File: src/rtl/encode_seq_cntl.sv
// Encode sequencer: per data line, pops one FIFO line, loads the engine, then
// walks the bitmatrix rows 0..M-1; each issued row is written out one cycle later.
module encode_seq_cntl #(
  parameter int M_MAX      = 128,
  parameter int M_MIN      = 2,
  parameter int LINE_CNT_W = 16,
  parameter int M_W        = $clog2(M_MAX+1)
) (
  input  logic                  clk,
  input  logic                  rstn,
  input  logic                  eng_rstn,
  input  logic                  start,
  input  logic [M_W-1:0]        MReg,
  input  logic [LINE_CNT_W-1:0] line_num_reg,
  input  logic                  inbuf_fifo_cntl_empty,
  input  logic                  outbuf_full,
  output logic                  cntl_inbuf_fifo_rd_rq,
  output logic                  cntl_inbuf_fifo_mem_en,
  output logic                  cntl_eng_load_line,
  output logic                  cntl_bm_mem_rd_en,
  output logic [M_W-1:0]        cntl_bm_mem_rd_addr,
  output logic                  cntl_outbuf_wr_en,
  output logic [M_W-1:0]        cntl_outbuf_row_idx,
  output logic                  busy,
  output logic                  done,
  output logic                  err_cfg
);

  localparam logic [2:0] S_IDLE  = 3'd0;
  localparam logic [2:0] S_FETCH = 3'd1;
  localparam logic [2:0] S_LOAD  = 3'd2;
  localparam logic [2:0] S_CALC  = 3'd3;
  localparam logic [2:0] S_DONE  = 3'd4;

  logic [2:0]            state;
  logic [M_W-1:0]        m_lat;
  logic [M_W-1:0]        row_cnt;
  logic [LINE_CNT_W-1:0] lines_left;
  logic                  cfg_ok;
  logic                  issue;
  logic                  last_row;

  assign cfg_ok   = (MReg >= M_W'(M_MIN)) && (MReg <= M_W'(M_MAX)) &&
                    (line_num_reg != '0);
  assign issue    = (state == S_CALC) && !outbuf_full;
  assign last_row = (row_cnt == m_lat - M_W'(1));

  assign cntl_inbuf_fifo_rd_rq  = (state == S_FETCH) && !inbuf_fifo_cntl_empty;
  assign cntl_inbuf_fifo_mem_en = cntl_inbuf_fifo_rd_rq;
  assign cntl_eng_load_line     = (state == S_LOAD);
  assign cntl_bm_mem_rd_en      = issue;
  // Address is only meaningful in CALC; holds through outbuf_full stalls.
  assign cntl_bm_mem_rd_addr    = (state == S_CALC) ? row_cnt : '0;
  assign busy                   = (state != S_IDLE);
  assign done                   = (state == S_DONE);

  always_ff @(posedge clk or negedge rstn) begin
    if (!rstn) begin
      state               <= S_IDLE;
      m_lat               <= '0;
      row_cnt             <= '0;
      lines_left          <= '0;
      err_cfg             <= 1'b0;
      cntl_outbuf_wr_en   <= 1'b0;
      cntl_outbuf_row_idx <= '0;
    end else if (!eng_rstn) begin
      state               <= S_IDLE;
      m_lat               <= '0;
      row_cnt             <= '0;
      lines_left          <= '0;
      err_cfg             <= 1'b0;
      cntl_outbuf_wr_en   <= 1'b0;
      cntl_outbuf_row_idx <= '0;
    end else begin
      err_cfg             <= 1'b0;
      // One-stage delay matches the bitmatrix read latency.
      cntl_outbuf_wr_en   <= issue;
      cntl_outbuf_row_idx <= cntl_bm_mem_rd_addr;
      case (state)
        S_IDLE: begin
          if (start) begin
            if (cfg_ok) begin
              m_lat      <= MReg;
              lines_left <= line_num_reg;
              state      <= S_FETCH;
            end else begin
              err_cfg <= 1'b1;
            end
          end
        end
        S_FETCH: if (!inbuf_fifo_cntl_empty) state <= S_LOAD;
        S_LOAD: begin
          row_cnt <= '0;
          state   <= S_CALC;
        end
        S_CALC: begin
          if (issue) begin
            if (last_row) begin
              row_cnt <= '0;
              if (lines_left != '0) lines_left <= lines_left - LINE_CNT_W'(1);
              state <= (lines_left == LINE_CNT_W'(1)) ? S_DONE : S_FETCH;
            end else begin
              row_cnt <= row_cnt + M_W'(1);
            end
          end
        end
        S_DONE:  state <= S_IDLE;
        default: state <= S_IDLE;
      endcase
    end
  end

endmodule

File: config.mk
export PLATFORM = sky130hd
export DESIGN_NAME = encode_seq_cntl
export DESIGN_NICKNAME = d
export VERILOG_FILES = /design/src/rtl/encode_seq_cntl.sv
export SDC_FILE = /design/constraint.sdc
export NUM_CORES = 1
export LEC_CHECK = 0
export CAP_MARGIN = 0
export CORE_MARGIN = 1.5
export CORE_UTILIZATION = 48
export CTS_BUF_LIST = sky130_fd_sc_hd__clkbuf_8
export DETAILED_ROUTE_END_ITERATION = 8
export MAX_ROUTING_LAYER = met4
export PLACE_DENSITY = 0.89
export REMOVE_ABC_BUFFERS = 1
export SYNTH_ARGS = -nofsm -noshare
export SYNTH_HDL_FRONTEND = slang
export SYNTH_SLANG_ARGS = --single-unit
File: constraint.sdc
create_clock -name clk -period 2.45 [get_ports clk]
set_input_delay 0.245 -clock clk [delete_from_list [all_inputs] [get_ports clk]]
set_output_delay 0.245 -clock clk [all_outputs]
set_load 0.01 [all_outputs]
# Word-level counts from Yosys, hierarchy flattened
# Cells that the tools add are included.
# totals
elab_cells,73
regBits,45
input_bits,30
ramBits,0
memories,0
rom_bits,0
latchBits,0
out_inout_bits,24
# op_classes
add_sub_neg,3
n_shift,0
n_reduce_logical,14
n_eq_ne,17
n_bitwise,0
n_div,0
multipliers,0
muxes,30
order_cmp,2
# ops
op,count
$mux 16,6
$mux 8,9
$pmux 16 s2,1
$reduce_bool 16->1,2
$mux 3,7
$eq 16x1->1 const B,1
$pmux 8 s2,1
$sub 16x1->16 const B,1
$ne 3x3->1 const B,5
$pmux 3 s4,1
$add 8x1->8 const B,1
$eq 8x8->1,1
$ge 8x2->1 const B,1
$le 8x8->1 const B,1
$sub 8x1->8 const B,1
$eq 3x2->1 const B,2
$ne 2x1->1 const B,3
$ne 3x1->1 const B,2
$reduce_and 6->1,1
$mux 1,5
$reduce_and 5->1,1
$logic_and 1x1->1,4
$eq 3x1->1 const B,1
$eq 3x3->1 const B,1
6 further kinds,7

# Logic depth before layout (Yosys ltp)
# logic_depth
word_depth,7
depth_mapped,10
ltp_nobuf,8

# Worst setup path before layout
# Ideal clock, no wire load.
# synth_path
kind,register to register
start,reg m_lat[0]
end,reg lines_left[14]
path_stages_with_launch,11
path_slack_ns,-0.028
synth_period_minus_slack_ns,2.478
setup_time_ns,0.096
required_time_ns,2.354
arrival_time_ns,2.382
n_path_buf,2
cell_sequence,dfrtp_1 -> inv_1 -> ha_1 -> xor2_1 -> nand2_1 -> a2111oi_4 -> a21oi_2 -> or4b_1 -> buf_2 -> buf_6 -> o32ai_2
# synth_via
elab_chain_cells,4
# synth_lines
item,line,rtl
start: declaration,36,logic [M_W-1:0] m_lat;
start signal: assignment,83,m_lat <= MReg;
$sub 8x1->8,46,assign last_row = (row_cnt == m_lat - M_W'(1));
$eq 8x8->1,46,
$ne 3x3->1 (no line),-,
$reduce_and 6->1 (no line),-,
end signal: assignment,84,lines_left <= line_num_reg;
end signal: assignment,100,if (lines_left != '0) lines_left <= lines_left - LINE_CNT_W'(1);
end: declaration,38,logic [LINE_CNT_W-1:0] lines_left;
# Every way passes these cells.
# A chain may end at the register's enable or synchronous reset.

# Worst setup path after layout
# layout_path
start,reg m_lat[3]
end,reg lines_left[12]
# The elaborated chain is that of the path after synthesis.

==> impl_metrics.env <==
export IMPL_cp_data_arrival_time_ns=2.72
export IMPL_combPwrFrac_pct=51.5
export IMPL_switchingPower_mw=1.23
export IMPL_synth_common_cells="45 x dfrtp_1, 36 x nor2_1, 34 x inv_1, 24 x nand3_1, 19 x a21oi_1"
export IMPL_cts_buffer_depth=2
export IMPL_diodes=0
export IMPL_crit_path_end="lines_left[12]"
export IMPL_rsz0062_at_grt="true"
export IMPL_power_mw=3.06
export IMPL_cts_made_buffers=5
export IMPL_r2r_end="lines_left[12]"
export IMPL_r2r_slack_ns=-0.06
export IMPL_cts_root_buf="clkbuf_8"
export IMPL_routed_wl_um=8390
export IMPL_synth_area_leaders="dfrtp_1 41%, nor2_1 5.0%, xnor2_1 4.8%"
export IMPL_setup_ws_ns=-0.0628
export IMPL_synth_most_common_cell="dfrtp_1"
export IMPL_p_int_mw=1.83
export IMPL_drive_gt1_share_pct=19.5
export IMPL_synth_edf_count=0
export IMPL_start_util_pct=49.5
export IMPL_fp_dieH_um=78.4
export IMPL_cts_tree="built"
export IMPL_pre_cts_ws_ns=-0.244
export IMPL_met2_usage_pct=47.2
export IMPL_dp_cells=461
export IMPL_p_seq_share_pct=33.0
export IMPL_clock_skew_ns=0.00739
export IMPL_port_buffers=53
export IMPL_status="finished with violations"
export IMPL_required_ns=2.66
export IMPL_powerDensity_nw_per_um2=796
export IMPL_clkPwrFrac_pct=15.5
export IMPL_timing_hold_violations_final=0
export IMPL_grt_use_total_pct=26.7
export IMPL_nNetsFinal=434
export IMPL_p_leak_nw=1.64
export IMPL_ys_seq_area_share_pct=41.3
export IMPL_wire_per_inst_um=17.8
export IMPL_hold_class="primary input to async pin"
export IMPL_instances_no_fill=472
export IMPL_top_usage_layer="met2"
export IMPL_syn_area_per_cell_um2=8.58
export IMPL_synth_area_um2=2730
export IMPL_startpoint="m_lat[3]"
export IMPL_cp_cell_sequence="nor4_4 -> buf_4 -> and3_1 -> o22a_2 -> a21oi_2 -> or4b_4 -> clkbuf_16 -> o32ai_2"
export IMPL_ys_ff_latch=45
export IMPL_cp_end_kind="flop"
export IMPL_synth_ff_type="dfrtp_1"
export IMPL_finalSetupViolCount=15
export IMPL_drt_iter0_markers=175
export IMPL_grt_pass1_wl_um=12500
export IMPL_tightest_slew_ns=1.03
export IMPL_grt_max_degree=46
export IMPL_core_area_um2=5510
export IMPL_violations="negative setup slack"
export IMPL_fp_row_count=27
export IMPL_start_kind="flop"
export IMPL_path_max_fanout=5
export IMPL_fmax_mhz=398
export IMPL_cts_sink_count=45
export IMPL_met1_usage_pct=29.9
export IMPL_ys_warn_count=0
export IMPL_groute_layer_met3_usage_pct=5.93
export IMPL_critPathKind="flop to flop"
export IMPL_global_route_overflow_total=0
export IMPL_ir_worst_vdd_mv=0.484
export IMPL_drtPass1Iterations=5
export IMPL_die_w_um=78.4
export IMPL_grt_pass1_vias=2732
export IMPL_drc=0
export IMPL_clk_pin_slew_ns=0.08
export IMPL_antenna_found_initial=0
export IMPL_synth_area_leader_cell="dfrtp_1"
export IMPL_max_slew_margin_pct=31.6
export IMPL_netlist_instances=318
export IMPL_slowest_stage="or4b_4"
export IMPL_clk_latency_ns=0.31
export IMPL_place_hpwl_um=5560
export IMPL_yosys_area_top_type_share_pct=41.3
export IMPL_reg2regPathDepth=8
export IMPL_fin_crit_ns=2.51
export IMPL_routabilityCongestion=0.853
export IMPL_rr_startpoint="m_lat[3]"
export IMPL_ys_async_sr_fraction_pct=100
export IMPL_htreeDepth=2
export IMPL_die_area_um2=6140
export IMPL_viasPerCell=5.89
export IMPL_via_count=2780
export IMPL_syn_to_final_growth_pct=40.8
export IMPL_finalMaxSlewViolations=0
export IMPL_slowest_delay_ns=0.59
export IMPL_period_share_pct=103
export IMPL_maxCapViolations=0
export IMPL_pin_count=54
export IMPL_switching_share_pct=40.2
export IMPL_post_synth_num_cell_types=53
export IMPL_ant_nets=0
==> cell type report <==
cell class                 instances  area, um^2
fill                             423        1670
multi-input combinational        225        1580
sequential                        45        1130
timing repair buffer              89         832
inverter                          34         128
tap                               72        90.1
clock buffer                       6        82.6
clock inverter                     1        3.75
==> placed cells by master (no fill, tap or decap), types with 2 or more instances in the layout <==
cell	n
and2_1	9
a21oi_1	19
nor2_1	35
clkbuf_8	6
xnor2_1	14
a21o_1	4
nand3b_1	2
o32ai_2	7
nand4_1	7
o21ai_0	15
o22ai_2	7
buf_4	32
clkdlybuf4s50_1	52
xnor2_2	2
nand2b_1	3
o22ai_1	5
nand3_1	23
ha_1	3
nor3_4	2
and3_1	7
inv_2	2
nand2_1	10
nor3_1	7
dfrtp_2	2
xor2_1	5
buf_8	2
nor3b_1	3
dfrtp_1	43
inv_1	33
or4b_4	2
nor4_1	6
==> power groups by stage <==
| stage | Clock [mW] | Combinational, mW | Sequential (mW) |
|---|---|---|---|
| after floorplan | 0 | 0.839 | 0.973 |
| after global placement | 0 | 1.25 | 0.989 |
| after detailed placement | 0 | 1.30 | 0.999 |
| after CTS | 0.480 | 1.37 | 0.991 |
| after global routing | 0.508 | 1.69 | 1.02 |
| final | 0.475 | 1.57 | 1.01 |
==> kinds of logic after synthesis <==
family	count (synthesis)	share of synthesized area, %
multiplexers	1	0.367
flip-flops	45	41.3
XOR/XNOR	21	7.02
AO/OA/AOI/OAI	73	18.2
AND/OR/NAND/NOR	126	24.2
buffers and inverters	48	7.11
adder cells (fa/ha/maj)	4	1.83
==> repair_timing <==
item	4_1_cts	5_1_grt
endpoints found under the setup margin	15	16
pin swaps	2	21
setup buffers	0	3
cloned	0	1
gates resized for setup	17	20
hold buffers	0	0
==> critical path: cells and delay by family, from the launching register on <==
| kind | cells | cell delay, ns |
|---|---|---|
| buf+inv | 2 | 0.36 |
| compound gates | 3 | 0.50 |
| simple gates | 3 | 1.08 |
| flops | 1 | 0.47 |
==> sequential cells by signal (all words and copies together) (netlist names) <==
register	flops
row_cnt	8
cntl_outbuf_wr_en	1
err_cfg	1
state	3
m_lat	8
cntl_outbuf_row_idx	8
lines_left	16
==> metal layers <==
metal / wire, um / vias up
li1: - / 1297
met3: 522 / 29
met2: 4500 / 133
met4: 242 / 0
met5: 0 / -
met1: 3120 / 1321
==> metrics by stage <==
stage	setup TNS (ns)	hold slack (ns)	utilization [%]	area, um^2
floorplan	-3.73	-0.0506	-	2660
global placement	-1.94	0.454	63.9	3520
detailed placement	-2.84	0.480	63.9	3520
CTS	0	0.148	67.1	3690
global route	-1.05	0.203	69.7	3840
finish	-0.434	0.119	69.7	3840
==> how the worst min path moves through the flow <==
stage                     from                endpoint  slack, ns  depth (start not counted)
final                     rstn              row_cnt[4]       0.12                          1
after CTS                 rstn              row_cnt[2]       0.15                          1
after floorplan           rstn  cntl_outbuf_row_idx[0]      -0.05                          0
after global routing      rstn  cntl_outbuf_row_idx[0]       0.20                          1
after detailed placement  rstn  cntl_outbuf_row_idx[0]       0.48                          1
after global placement    rstn  cntl_outbuf_row_idx[0]       0.45                          1
No activity file was read; power rests on OpenSTA's default activity.
